$ cat config.mk
export PLATFORM = sky130hd
export DESIGN_NAME = fpu_result_reader
export DESIGN_NICKNAME = d
export VERILOG_FILES = /design/src/rtl/fpu_pkg.sv /design/src/rtl/fpu_res_fifo.sv /design/src/rtl/fpu_result_reader.sv
export SDC_FILE = /design/constraint.sdc
export NUM_CORES = 1
export LEC_CHECK = 0
export CORE_ASPECT_RATIO = 1.2
export CORE_UTILIZATION = 58
export CTS_BUF_LIST = sky130_fd_sc_hd__clkbuf_8
export DETAILED_ROUTE_END_ITERATION = 10
export PLACE_DENSITY = 0.82
export SETUP_SLACK_MARGIN = 0.4
export SKIP_LAST_GASP = 1
export SLEW_MARGIN = 5
export SYNTH_ARGS = -nofsm -noshare
export SYNTH_HDL_FRONTEND = slang
export SYNTH_SLANG_ARGS = --single-unit
$ cat constraint.sdc
create_clock -name clock100KHz -period 4.6 [get_ports clock100KHz]
set_clock_uncertainty 0.2 [all_clocks]
set_input_delay 1.38 -clock clock100KHz [delete_from_list [all_inputs] [get_ports clock100KHz]]
set_output_delay 1.38 -clock clock100KHz [all_outputs]
set_load 0.05 [all_outputs]
$ cat src/rtl/fpu_pkg.sv
// Shared definitions for the FPU result path: field layout of data_out/status_out
// and the packed record that the result FIFO stores.
package fpu_pkg;

    localparam int DATA_W = 32;
    localparam int STAT_W = 4;
    localparam int EXP_W  = 6;
    localparam int FRAC_W = 25;
    localparam int BIAS   = 31;

    localparam int ST_EXACT = 0;
    localparam int ST_OVF   = 1;
    localparam int ST_UNF   = 2;
    localparam int ST_INX   = 3;

    // Field order matches {data_out, status_out}, so the raw concatenation casts directly.
    typedef struct packed {
        logic              sign;
        logic [EXP_W-1:0]  exp;
        logic [FRAC_W-1:0] frac;
        logic [STAT_W-1:0] status;
    } fpu_res_t;

endpackage

$ cat src/rtl/fpu_res_fifo.sv
// Generic synchronous FIFO; an extra pointer bit separates full from empty.
// A push into a full FIFO is accepted when a pop happens in the same cycle.
module fpu_res_fifo #(
    parameter int DEPTH = 4,
    parameter int WIDTH = 36
) (
    input  logic                   clk,
    input  logic                   rst_n,
    input  logic                   push,
    input  logic                   pop,
    input  logic [WIDTH-1:0]       wr_data,
    output logic [WIDTH-1:0]       rd_data,
    output logic                   full,
    output logic                   empty,
    output logic [$clog2(DEPTH):0] count
);

    localparam int AW = $clog2(DEPTH);

    logic [WIDTH-1:0] mem [DEPTH];
    logic [AW:0]      wr_ptr;
    logic [AW:0]      rd_ptr;
    logic             do_push;
    logic             do_pop;

    assign empty   = (wr_ptr == rd_ptr);
    assign full    = (wr_ptr[AW] != rd_ptr[AW]) && (wr_ptr[AW-1:0] == rd_ptr[AW-1:0]);
    assign count   = wr_ptr - rd_ptr;
    assign do_pop  = pop && !empty;
    assign do_push = push && (!full || do_pop);
    assign rd_data = mem[rd_ptr[AW-1:0]];

    // NOTE: sequential state is updated with non-blocking assignments so every
    // register samples the pre-edge values of its neighbours.
    always_ff @(posedge clk or negedge rst_n) begin
        if (!rst_n) begin
            wr_ptr <= '0;
            rd_ptr <= '0;
        end else begin
            if (do_push) wr_ptr <= wr_ptr + (AW+1)'(1);
            if (do_pop)  rd_ptr <= rd_ptr + (AW+1)'(1);
        end
    end

    // NOTE: the storage array has no reset; the pointers alone define which
    // entries are valid, so clearing the data would only cost reset fan-out.
    always_ff @(posedge clk) begin
        if (do_push) mem[wr_ptr[AW-1:0]] <= wr_data;
    end

endmodule

$ cat src/rtl/fpu_result_reader.sv
// Detects newly completed FPU results, queues them, and presents the FIFO head
// decoded as sign / unbiased exponent / mantissa with hidden bit.
module fpu_result_reader
    import fpu_pkg::*;
#(
    parameter int DEPTH = 4,
    parameter int CNT_W = 8
) (
    input  logic                   clock100KHz,
    input  logic                   reset,
    input  logic [DATA_W-1:0]      fpu_data_in,
    input  logic [STAT_W-1:0]      fpu_status_in,
    output logic                   res_valid,
    input  logic                   res_ready,
    output logic                   res_sign,
    output logic [EXP_W:0]         res_exp,
    output logic [FRAC_W:0]        res_mant,
    output logic [STAT_W-1:0]      res_flags,
    output logic [$clog2(DEPTH):0] fifo_count,
    output logic [CNT_W-1:0]       ovf_cnt,
    output logic [CNT_W-1:0]       unf_cnt,
    output logic [CNT_W-1:0]       inx_cnt,
    output logic [CNT_W-1:0]       drop_cnt
);

    logic [DATA_W-1:0] smp_data;
    logic [STAT_W-1:0] smp_stat;
    logic [DATA_W-1:0] prv_data;
    logic [STAT_W-1:0] prv_stat;

    logic     capture;
    logic     pop;
    logic     fifo_full;
    logic     fifo_empty;
    fpu_res_t head;

    always_ff @(posedge clock100KHz or negedge reset) begin
        if (!reset) begin
            smp_data <= '0;
            smp_stat <= '0;
            prv_data <= '0;
            prv_stat <= '0;
        end else begin
            smp_data <= fpu_data_in;
            smp_stat <= fpu_status_in;
            prv_data <= smp_data;
            prv_stat <= smp_stat;
        end
    end

    // A held result is taken once; a changed result is taken again even without a 0000 gap.
    assign capture = (smp_stat != '0) &&
                     ((prv_stat == '0) || ({smp_data, smp_stat} != {prv_data, prv_stat}));
    assign pop     = res_valid && res_ready;

    fpu_res_fifo #(
        .DEPTH (DEPTH),
        .WIDTH ($bits(fpu_res_t))
    ) u_fifo (
        .clk     (clock100KHz),
        .rst_n   (reset),
        .push    (capture),
        .pop     (pop),
        .wr_data (fpu_res_t'({smp_data, smp_stat})),
        .rd_data (head),
        .full    (fifo_full),
        .empty   (fifo_empty),
        .count   (fifo_count)
    );

    // Flag counters count every capture, including those the FIFO had to drop.
    always_ff @(posedge clock100KHz or negedge reset) begin
        if (!reset) begin
            ovf_cnt  <= '0;
            unf_cnt  <= '0;
            inx_cnt  <= '0;
            drop_cnt <= '0;
        end else if (capture) begin
            if (smp_stat[ST_OVF] && (ovf_cnt != '1)) ovf_cnt <= ovf_cnt + CNT_W'(1);
            if (smp_stat[ST_UNF] && (unf_cnt != '1)) unf_cnt <= unf_cnt + CNT_W'(1);
            if (smp_stat[ST_INX] && (inx_cnt != '1)) inx_cnt <= inx_cnt + CNT_W'(1);
            if (fifo_full && !pop && (drop_cnt != '1)) drop_cnt <= drop_cnt + CNT_W'(1);
        end
    end

    assign res_valid = !fifo_empty;

    // NOTE: every output of this block gets a default first, so no path leaves a
    // value held and no latch is inferred.
    always_comb begin
        res_sign  = 1'b0;
        res_exp   = '0;
        res_mant  = '0;
        res_flags = '0;
        if (res_valid) begin
            res_sign  = head.sign;
            res_exp   = {1'b0, head.exp} - (EXP_W+1)'(BIAS);
            res_mant  = {(head.exp != '0), head.frac};
            res_flags = head.status;
        end
    end

endmodule

After elaboration in Yosys (flattened, before gate mapping)
Memory sizes are Yosys's and may differ from the RTL's.
Cells that the tools add are included.
Widths: inputs -> output; s select.
- bits in registers: 110
- output and inout port bits: 74
- input port bits: 39
- word-level logic and storage cells: 55
- memory bits (writable): 144
- memory bits (read-only): 0
- latch bits: 0
- memories: 1
- reductions and logical operators: 22
- $lt $le $gt $ge: 0
- muxes and demuxes: 6
- div/mod/pow operators: 0
- add/sub/neg operators: 8
- multiply operators: 0
- bitwise gates (word level): 0
- shift-type cells: 0
- eq/ne operators: 8
- memory list (memory ; depth ; width ; rd ports ; clocked after Yosys merged registers in ; wr ports ; RTL line ; RTL):
    u_fifo.mem ; 4 ; 36 ; 1 ; 0 ; 1 ; fpu_res_fifo.sv:20 ; logic [WIDTH-1:0] mem [DEPTH];
- operators by type and width (kind ; number):
    $ne 36x36->1 ; 1
    $add 8x1->8 const B ; 4
    $ne 8x8->1 const B ; 4
    $mux 26 ; 1
    $logic_and 1x1->1 ; 10
    $reduce_and 2->1 ; 4
    $mux 7 ; 1
    $sub 6x5->7 const B ; 1
    $add 3x1->3 const B ; 2
    $reduce_bool 6->1 ; 1
    $logic_not 4->1 ; 1
    $mux 4 ; 1
    $reduce_bool 4->1 ; 1
    $eq 3x3->1 ; 1
    $logic_not 1->1 ; 3
    $mux 1 ; 3
    $sub 3x3->3 ; 1
    $eq 2x2->1 ; 1
    $logic_or 1x1->1 ; 2
    $ne 1x1->1 ; 1

Logic depth before layout (Yosys ltp)
Gate-level depths: netlist of run 1.
- depth in word-level cells: 8
- depth in mapped cells: 10
- depth with buffers taken out: 8

By module
Synthesis of run 1 repeated with hierarchy kept, for this count alone.
- cells, all modules: 557
- area total of the unflattened synthesis: 9730.6 µm²
- by module, submodules not included (module ; times used ; area an instance (µm²) ; cells each ; seq. area each (µm²)):
    fpu_res_fifo ; 1 ; 5647.9 ; 234 ; 4474.3
    fpu_result_reader ; 1 ; 4082.7 ; 323 ; 2602.5

Worst setup path before layout of run 1
OpenSTA, ideal clock, no wires.
- path type: register -> output
- from: register u_fifo.rd_ptr[1]
- to: output port res_flags[0]
- cell stages (with the launch flop): 10
- slack: 0.042 ns
- required time: 3.020 ns
- data arrival time: 2.978 ns
- buffers on the path: 4
- path through: dfrtp_1 clkbuf_1 buf_1 inv_1 ha_1 and3_1 clkbuf_1 inv_1 clkbuf_1 and2_1
- cells in the longest elaborated chain, start to end: 2
- elaborated cells between the ends (all ways): 3
- those cells by class: eq/ne: 1; mux: 1; memory: 1
- ends and longest elaborated chain (what ; RTL line ; RTL):
    start: declaration ; fpu_res_fifo.sv:22 ; logic [AW:0] rd_ptr;
    start signal: assignment ; fpu_res_fifo.sv:41 ; if (do_pop) rd_ptr <= rd_ptr + (AW+1)'(1);
    $mem_v2 4x36 / $eq 3x3->1 (equally long branches) ; n/a ;
    $mux 4 * ; fpu_result_reader.sv:95 ; if (res_valid) begin
    end: declaration ; fpu_result_reader.sv:18 ; output logic [STAT_W-1:0] res_flags,
Mark *: on every way between the ends. The rest lies on a longest branch, timed or not.

Worst setup path in the final report of run 1
- from: register u_fifo.rd_ptr[1]
- to: output port res_flags[2]
Same word-level chain as after synthesis.

==> reports/results.md, run 1 <==
| Result | Reported | Unit |
|:---|:---|:---|
| Result of the run | finished, final reports clean | - |
| DRC violation total after the first TritonRoute iteration | 364 | - |
| Maximum clock frequency | 0.245 | GHz |
| Via count | 5172 | - |
| Layout overhead on the synthesized area | 27.4 | % |
| Number of port buffers | 112 | - |
| Fraction of registers with async set/reset | 0.433 | - |
| Clock Path Buffers | 3 | - |
| Unique masters post-synth | 36 | - |
| Via-per-instance ratio | 5.53 | - |
| Sum of buffers and inverters on the critical path | 4 | - |
| CP max stage delay | 0.55 | ns |
| Average footprint of a synthesized cell | 17.7 | µm² |
| Kind of cell with the highest combined delay on the critical path | buffers and inverters | - |
| Detail Placement HPWL | 11600 | µm |
| Count of flip-flops with a built-in enable after synthesis | 144 | - |
| Crit start category | register | - |
| Global-route congestion overflow total | 0 | - |
| Count of state elements after synthesis | 254 | - |
| Total of endpoints with negative setup slack in the final report | 0 | - |
| Most frequent cells in the layout | 144 x edfxtp_1, 108 x dfrtp_1, 70 x clkdlybuf4s50_1 | - |
| Global placement routability congestion | 0.780 | - |
| Maximum number of pins on one net before global-route repair | 111 | - |
| Root Driver | clkbuf_8 | - |
| Headroom to the max-slew limit | 0.511 | - |
| Time the worst path needs with I/O delays and setup | 4.09 | ns |
| Transition at the pin with the smallest max-transition slack | 0.727 | ns |
| Crit Path Max Fanout | 29 | - |
| Tightest Hold Check Type | register to register | - |
| Warning count from the yosys run | 0 | - |
| First-pass GRT wire length | 29400 | µm |
| Ys flop type | edfxtp_1 | - |
| Worst path cell trace | inv_1 -> ha_1 -> and3_4 -> clkinvlp_4 -> buf_8 -> and2_2 -> buf_12 | - |
| Count of antenna diodes in the layout | 0 | - |
| Post-route fraction of the period consumed by the critical path | 0.889 | - |
| Number of global-route vias before repair | 5522 | - |
| Layout filler cell count | 924 | - |
| Synthesized net count | 597 | - |
| H-tree depth | 2 | - |
| RSZ-0062 raised after global routing | yes | - |
| Detail-routed net length per standard cell | 20.0 | µm |
| Die Footprint | 17200 | µm² |
| Share of layout cells above drive strength 1 | 0.227 | - |
| Number of standard-cell rows in the floorplan | 51 | - |
| Number of pins with negative max-slew slack in the final report | 0 | - |
| Number of maximum-capacitance violations | 0 | - |
| Most common cell after layout, fill and taps aside | edfxtp_1 | - |
| R2R setup slack | 1.25 | ns |
| Category of the most critical setup path | register to output port | - |
| Number of CTS-inserted buffers | 39 | - |
| Final number of hold-violating endpoints | 0 | - |
| Sequential area share after synthesis | 0.733 | - |
| WP data arrival | 2.51 | ns |
| Slowest cell on crit path | dfrtp_4 | - |
| Die width | 120 | µm |
| Y dimension of the die | 143 | µm |
| GRT Total Usage | 0.231 | - |
| Number of nets at the end of the flow | 747 | - |
| Initial core utilization | 0.593 | - |
| Endpoint required time on the critical path | 3.02 | ns |
| Total negative slack | 0 | ns |
| Clock latency of the later-clocked register in the worst-skew pair | 0.53 | ns |
| Total Wirelength | 18700 | µm |
| Number of standard cells after synthesis | 544 | - |
| Number of antenna violations at the first check in global routing | 0 | - |
| Core area | 16300 | µm² |
| Number of remaining DRC errors | 0 | - |
| Clk slew on worst S/H paths | 0.06 | ns |
| Total number of clock tree sinks | 254 | - |
| Cell area after synthesis | 9650 | µm² |
| Number of nets with antenna violations after routing | 0 | - |
| Endpoint kind of the worst setup timing path | output port | - |
| I/O pin count | 113 | - |
| Initial DRT Pass Iterations | 4 | - |
| CTS tree | yes | - |
| Hold bufs inserted after CTS | 0 | - |
metal layers:
| layer | vias up | share of wire | global-route usage |
|---|---|---|---|
| met5 | - | 0 | 0 |
| met4 | 0 | 0.023 | 0.0809 |
| met3 | 34 | 0.046 | 0.0492 |
| met2 | 153 | 0.54 | 0.411 |
| met1 | 2669 | 0.39 | 0.280 |
| li1 | 2316 | - | - |
flip-flops by register name, indices dropped and copies added (netlist names):
signal         cells
inx_cnt            8
prv_stat           4
u_fifo.rd_ptr      3
prv_data          32
smp_data          32
u_fifo.wr_ptr      3
drop_cnt           8
smp_stat           4
unf_cnt            8
ovf_cnt            8
u_fifo.mem       144
final cells by class:
cell class              count  area, µm²  area share
multi-input cells         265       2510       0.204
repair buffers            124       1610       0.131
clock inverters            27        199      0.0162
flip-flops and latches    254       7080       0.576
clock buffers              43        592      0.0481
well taps                 212        265      0.0216
inverters                  10       41.3     0.00336
synth_stat cells, drive strengths merged, types with 12 or more instances:
library cell / number / share of area
xor2: 55 / 0.050
nor4: 16 / 0.011
mux4: 36 / 0.084
ha: 13 / 0.017
xnor2: 17 / 0.015
and2: 34 / 0.022
edfxtp: 144 / 0.45
dfrtp: 110 / 0.29
nor3: 12 / 0.0062
nand3: 14 / 0.0073
nand2: 17 / 0.0066
nor2: 16 / 0.0062
cell families after synthesis:
logic type                 count (synthesis)  share of synthesized area
and+or+nand+nor                          130                     0.0749
buffers and inverters                     25                     0.0109
xor gates and xnor gates                  72                     0.0654
DFF                                      254                      0.733
AOI/OAI and AO/OA                          6                    0.00428
muxes                                     43                     0.0922
adders and majority gates                 14                     0.0189
final timing paths:
check,endpoint,startpoint,depth (start not counted)
setup / recovery,res_flags[2],u_fifo.rd_ptr[1],7
hold / removal,prv_data[21],smp_data[21],0
setup reg to reg,u_fifo.mem[0][2],smp_data[16],8
hold reg to reg,prv_data[21],smp_data[21],0
max in group asynchronous,u_fifo.rd_ptr[1],reset,2
min in group asynchronous,ovf_cnt[5],reset,2
timing repair:
| action | in CTS | in global routing |
|---|---|---|
| setup endpoints to repair | 40 | 35 |
| resized for setup | 7 | 8 |
| setup buffers | 2 | 0 |
| pin swaps | 0 | 0 |
stage by stage:
stage	utilization	cells	hold WS (ns)	area, µm²	worst slack (ns)
finish	0.755	935	0.277	12300	0.511
global placement	0.704	863	0.250	11400	0.629
global route	0.755	935	0.305	12300	0.387
floorplan	-	544	0.232	9670	0.313
detailed placement	0.704	863	0.265	11400	0.604
CTS	0.754	935	0.278	12300	0.412
Power of run 1 is left out: the tool's default activity adds up to more than one toggle a clock period on the data nets, which glitch-free logic cannot reach.
==> inputs of run 2 (changes only) <==
Settings changed: REMOVE_ABC_BUFFERS set to 1.
==> reports/results.md, run 2 (synthesis results as in run 1) <==
| Result | Reported | Unit |
|:---|:---|:---|
| Result of the run | finished, final reports clean | - |
| H-tree depth | 2 | - |
| Transition at the pin with the smallest max-transition slack | 0.770 | ns |
| Global-route congestion overflow total | 0 | - |
| GRT Total Usage | 0.242 | - |
| I/O pin count | 113 | - |
| R2R setup slack | 1.16 | ns |
| Category of the most critical setup path | register to output port | - |
| Detail-routed net length per standard cell | 21.0 | µm |
| Number of maximum-capacitance violations | 0 | - |
| Number of port buffers | 112 | - |
| Number of CTS-inserted buffers | 39 | - |
| Share of layout cells above drive strength 1 | 0.229 | - |
| Total Wirelength | 19800 | µm |
| Maximum number of pins on one net before global-route repair | 66 | - |
| Die Footprint | 17200 | µm² |
| Total of endpoints with negative setup slack in the final report | 0 | - |
| Hold bufs inserted after CTS | 0 | - |
| Die width | 120 | µm |
| WP data arrival | 2.55 | ns |
| DRC violation total after the first TritonRoute iteration | 424 | - |
| Core area | 16300 | µm² |
| Total number of clock tree sinks | 254 | - |
| Tightest Hold Check Type | register to register | - |
| Root Driver | clkbuf_8 | - |
| Placed Cells | 864 | - |
| Number of cells in the finished layout apart from fillers | 942 | - |
| Crit start category | register | - |
| Most common cell after layout, fill and taps aside | edfxtp_1 | - |
| Post-route fraction of the period consumed by the critical path | 0.898 | - |
| Endpoint kind of the worst setup timing path | output port | - |
| Endpoint required time on the critical path | 3.02 | ns |
| Count of antenna diodes in the layout | 0 | - |
| Initial core utilization | 0.593 | - |
| Number of nets at the end of the flow | 753 | - |
| Worst setup slack after placement | 0.498 | ns |
| First-pass GRT wire length | 30800 | µm |
| Number of pins with negative max-slew slack in the final report | 0 | - |
| Clock latency of the later-clocked register in the worst-skew pair | 0.52 | ns |
| Maximum clock frequency | 0.242 | GHz |
| Via-per-instance ratio | 5.64 | - |
| Number of global-route vias before repair | 5654 | - |
| Total negative slack | 0 | ns |
| Number of antenna violations at the first check in global routing | 0 | - |
| Detail Placement HPWL | 12000 | µm |
| RSZ-0062 raised after global routing | yes | - |
| Largest register FFs | 144 | - |
| Time the worst path needs with I/O delays and setup | 4.13 | ns |
| Clk slew on worst S/H paths | 0.07 | ns |
| Final number of hold-violating endpoints | 0 | - |
| Clock Path Buffers | 3 | - |
| Min setup slack post-route | 0.467 | ns |
| Y dimension of the die | 143 | µm |
| Number of nets with antenna violations after routing | 0 | - |
| Crit Path Max Fanout | 9 | - |
| Via count | 5315 | - |
| Number of remaining DRC errors | 0 | - |
| Global placement routability congestion | 0.779 | - |
| Layout overhead on the synthesized area | 27.6 | % |
| Most frequent cells in the layout | 144 x edfxtp_1, 108 x dfrtp_1, 70 x clkdlybuf4s50_1 | - |
| Initial DRT Pass Iterations | 5 | - |
| Headroom to the max-slew limit | 0.486 | - |
| Number of standard-cell rows in the floorplan | 51 | - |
| CTS tree | yes | - |
run 2: changes by cell type in the layout (fill, tap and decap cells not counted), moves of 2 or more:
cell,change
and2_1,+8
and2_2,-8
clkbuf_8,+8
buf_4,+7
clkinv_1,-4
bufinv_16,-3
clkinv_2,+3
clkinvlp_4,-2
run 2: layout make-up:
type / instances / area [µm²]
flip-flops and latches: 254 / 7080
fillers: 912 / 3960
multi-input cells: 265 / 2490
repair buffers: 130 / 1640
clock buffers: 51 / 702
well taps: 212 / 265
clock inverters: 20 / 90.1
inverters: 10 / 41.3
run 2: final timing paths:
check,cells after the start,from,end
worst max-delay path,7,u_fifo.rd_ptr[0],res_flags[3]
min in group asynchronous,1,reset,drop_cnt[2]
worst min register to register,0,smp_data[12],prv_data[12]
worst max register to register,8,smp_data[10],u_fifo.mem[0][2]
worst min-delay path,0,smp_data[12],prv_data[12]
max in group asynchronous,2,reset,smp_data[5]
run 2: routing by layer:
layer  global-route usage  wire [µm]
met1                0.312       7950
met3               0.0496       1050
met5                    0          0
met2                0.409      10300
met4               0.0941        430
run 2: critical path, stage by stage, from the launching register on:
cell	delay, ns
dfrtp_4	0.57
buf_12	0.16
ha_1	0.32
and3_4	0.29
clkinvlp_4	0.16
buf_4	0.18
and2_1	0.19
buf_12	0.16
run 2: per-stage QoR:
stage | cell area, µm² | utilization | hold slack, ns
6_report | 12300 | 0.757 | 0.279
5_1_grt | 12300 | 0.757 | 0.307
4_1_cts | 12300 | 0.756 | 0.276
3_5_place_dp | 11500 | 0.704 | 0.268
3_3_place_gp | 11500 | 0.704 | 0.255
2_1_floorplan | 9580 | - | 0.232
run 2: what timing repair did:
action                     4_1_cts  5_1_grt
gates resized for setup          8        3
setup endpoints to repair       40        8
pin swaps                        0        1
buffers inserted                 6        1
Power of run 2 is left out for the same reason.
==> inputs of run 3 (changes only) <==
Settings changed: CAP_MARGIN set to 30, CORE_UTILIZATION 58 to 40, PLACE_DENSITY 0.82 to not set.
==> reports/results.md, run 3 (synthesis results as in run 1) <==
| Result | Reported | Unit |
|:---|:---|:---|
| Number of global-route vias before repair | 5542 | - |
| Total of endpoints with negative setup slack in the final report | 0 | - |
| Number of nets at the end of the flow | 753 | - |
| Final number of hold-violating endpoints | 0 | - |
| Post-route fraction of the period consumed by the critical path | 0.898 | - |
| Time the worst path needs with I/O delays and setup | 4.13 | ns |
| Share of layout cells above drive strength 1 | 0.213 | - |
| GRT Total Usage | 0.167 | - |
| I/O pin count | 113 | - |
| CP max stage delay | 0.55 | ns |
| Endpoint required time on the critical path | 3.02 | ns |
| Clk slew on worst S/H paths | 0.06 | ns |
| Count of antenna diodes in the layout | 0 | - |
| Crit start category | register | - |
| Fin util | 0.529 | - |
| Global-route congestion overflow total | 0 | - |
| Number of port buffers | 112 | - |
| Number of cells in the finished layout apart from fillers | 1046 | - |
| Layout filler cell count | 1887 | - |
| Global placement routability congestion | 0.768 | - |
| Detail Placement HPWL | 12300 | µm |
| Initial core utilization | 0.412 | - |
| Most frequent cells in the layout | 144 x edfxtp_1, 108 x dfrtp_1, 70 x clkdlybuf4s50_1 | - |
| Kind of cell with the highest combined delay on the critical path | buffers and inverters | - |
| Die width | 144 | µm |
| Slowest cell on crit path | mux4_2 | - |
| Via-per-instance ratio | 4.84 | - |
| Core area | 23400 | µm² |
| WP data arrival | 2.55 | ns |
| Placed Cells | 969 | - |
| Die Footprint | 24800 | µm² |
| First-pass GRT wire length | 30700 | µm |
| H-tree depth | 2 | - |
| Result of the run | finished, final reports clean | - |
| Worst Hold Margin | 0.281 | ns |
| Number of maximum-capacitance violations | 0 | - |
| Clock latency of the later-clocked register in the worst-skew pair | 0.54 | ns |
| Crit Path Max Fanout | 9 | - |
| Number of CTS-inserted buffers | 40 | - |
| CTS tree | yes | - |
| Number of antenna violations at the first check in global routing | 0 | - |
| Worst path cell trace | buf_4 -> mux4_2 -> nor4_1 -> a21oi_1 -> dlygate4sd2_1 | - |
| Layout overhead on the synthesized area | 28.4 | % |
| Headroom to the max-slew limit | 0.540 | - |
| Worst setup slack after placement | 0.704 | ns |
| Endpoint kind of the worst setup timing path | output port | - |
| Via count | 5064 | - |
| Maximum clock frequency | 0.242 | GHz |
| Maximum number of pins on one net before global-route repair | 80 | - |
| Initial DRT Pass Iterations | 5 | - |
| Hold bufs inserted after CTS | 0 | - |
| Transition at the pin with the smallest max-transition slack | 0.684 | ns |
| Min setup slack post-route | 0.469 | ns |
| Number of nets with antenna violations after routing | 0 | - |
| DRC violation total after the first TritonRoute iteration | 187 | - |
| Y dimension of the die | 172 | µm |
| Clock Path Buffers | 3 | - |
| RSZ-0062 raised after global routing | yes | - |
| Tightest Hold Check Type | register to register | - |
| Largest register FFs | 144 | - |
| Number of remaining DRC errors | 0 | - |
| Number of standard-cell rows in the floorplan | 61 | - |
| Total number of clock tree sinks | 254 | - |
| Total Wirelength | 19300 | µm |
| Most common cell after layout, fill and taps aside | edfxtp_1 | - |
| Detail-routed net length per standard cell | 18.5 | µm |
| Root Driver | clkbuf_8 | - |
| Number of pins with negative max-slew slack in the final report | 0 | - |
| Category of the most critical setup path | register to output port | - |
| Sum of buffers and inverters on the critical path | 2 | - |
run 3: cell count changes in the layout (fill, tap and decap cells not counted), moves of 3 or more:
cell,previous run,this run
buf_4,17,14
clkinv_1,1,7
clkbuf_8,51,42
inv_1,18,24
clkinv_2,9,5
run 3: path summary, 6_finish.rpt:
check	slack, ns	cells after the start	startpoint	to
hold / removal	0.28	0	smp_data[17]	prv_data[17]
setup / recovery	0.47	5	u_fifo.rd_ptr[0]	res_mant[25]
hold reg to reg	0.28	0	smp_data[17]	prv_data[17]
max in group asynchronous	2.75	2	reset	u_fifo.rd_ptr[1]
setup reg to reg	1.62	7	smp_data[10]	u_fifo.mem[3][19]
min in group asynchronous	0.60	1	reset	smp_data[9]
run 3: worst reg2reg max path, delay by kind of cell, from the launching register on:
family	cells	cell delay, ns
xor gates and xnor gates	1	0.18
DFF	1	0.46
and+or+nand+nor	4	1.28
buffers and inverters	2	0.60
run 3: stage by stage:
step	setup TNS (ns)	instance area, µm²
global placement	0	11600
finish	0	12400
CTS	0	12400
detailed placement	0	11600
global route	0	12400
floorplan	-15.20	9580
run 3: what timing repair did:
item | CTS | global route
endpoints found under the setup margin | 34 | 15
resized for setup | 6 | 1
buffers inserted | 4 | 0
hold endpoints to repair | 0 | 0
run 3: metal layers:
metal  track usage  part of all wire  routed length [µm]
met1         0.211              0.42                8110
met2         0.286              0.52                9960
met3        0.0341             0.045                 862
met4        0.0578             0.019                 375
met5             0                 0                   0
run 3: cell type report:
type                            instances  area (µm²)  share of cell area
Timing Repair Buffer                  129        1660               0.134
Clock buffer                           42         578              0.0467
Inverter                               10        41.3             0.00333
Multi-Input combinational cell        265        2490               0.201
Clock inverter                         31         143              0.0115
Sequential cell                       254        7080               0.571
Tap cell                              315         394              0.0318
Power of run 3 is left out for the same reason.
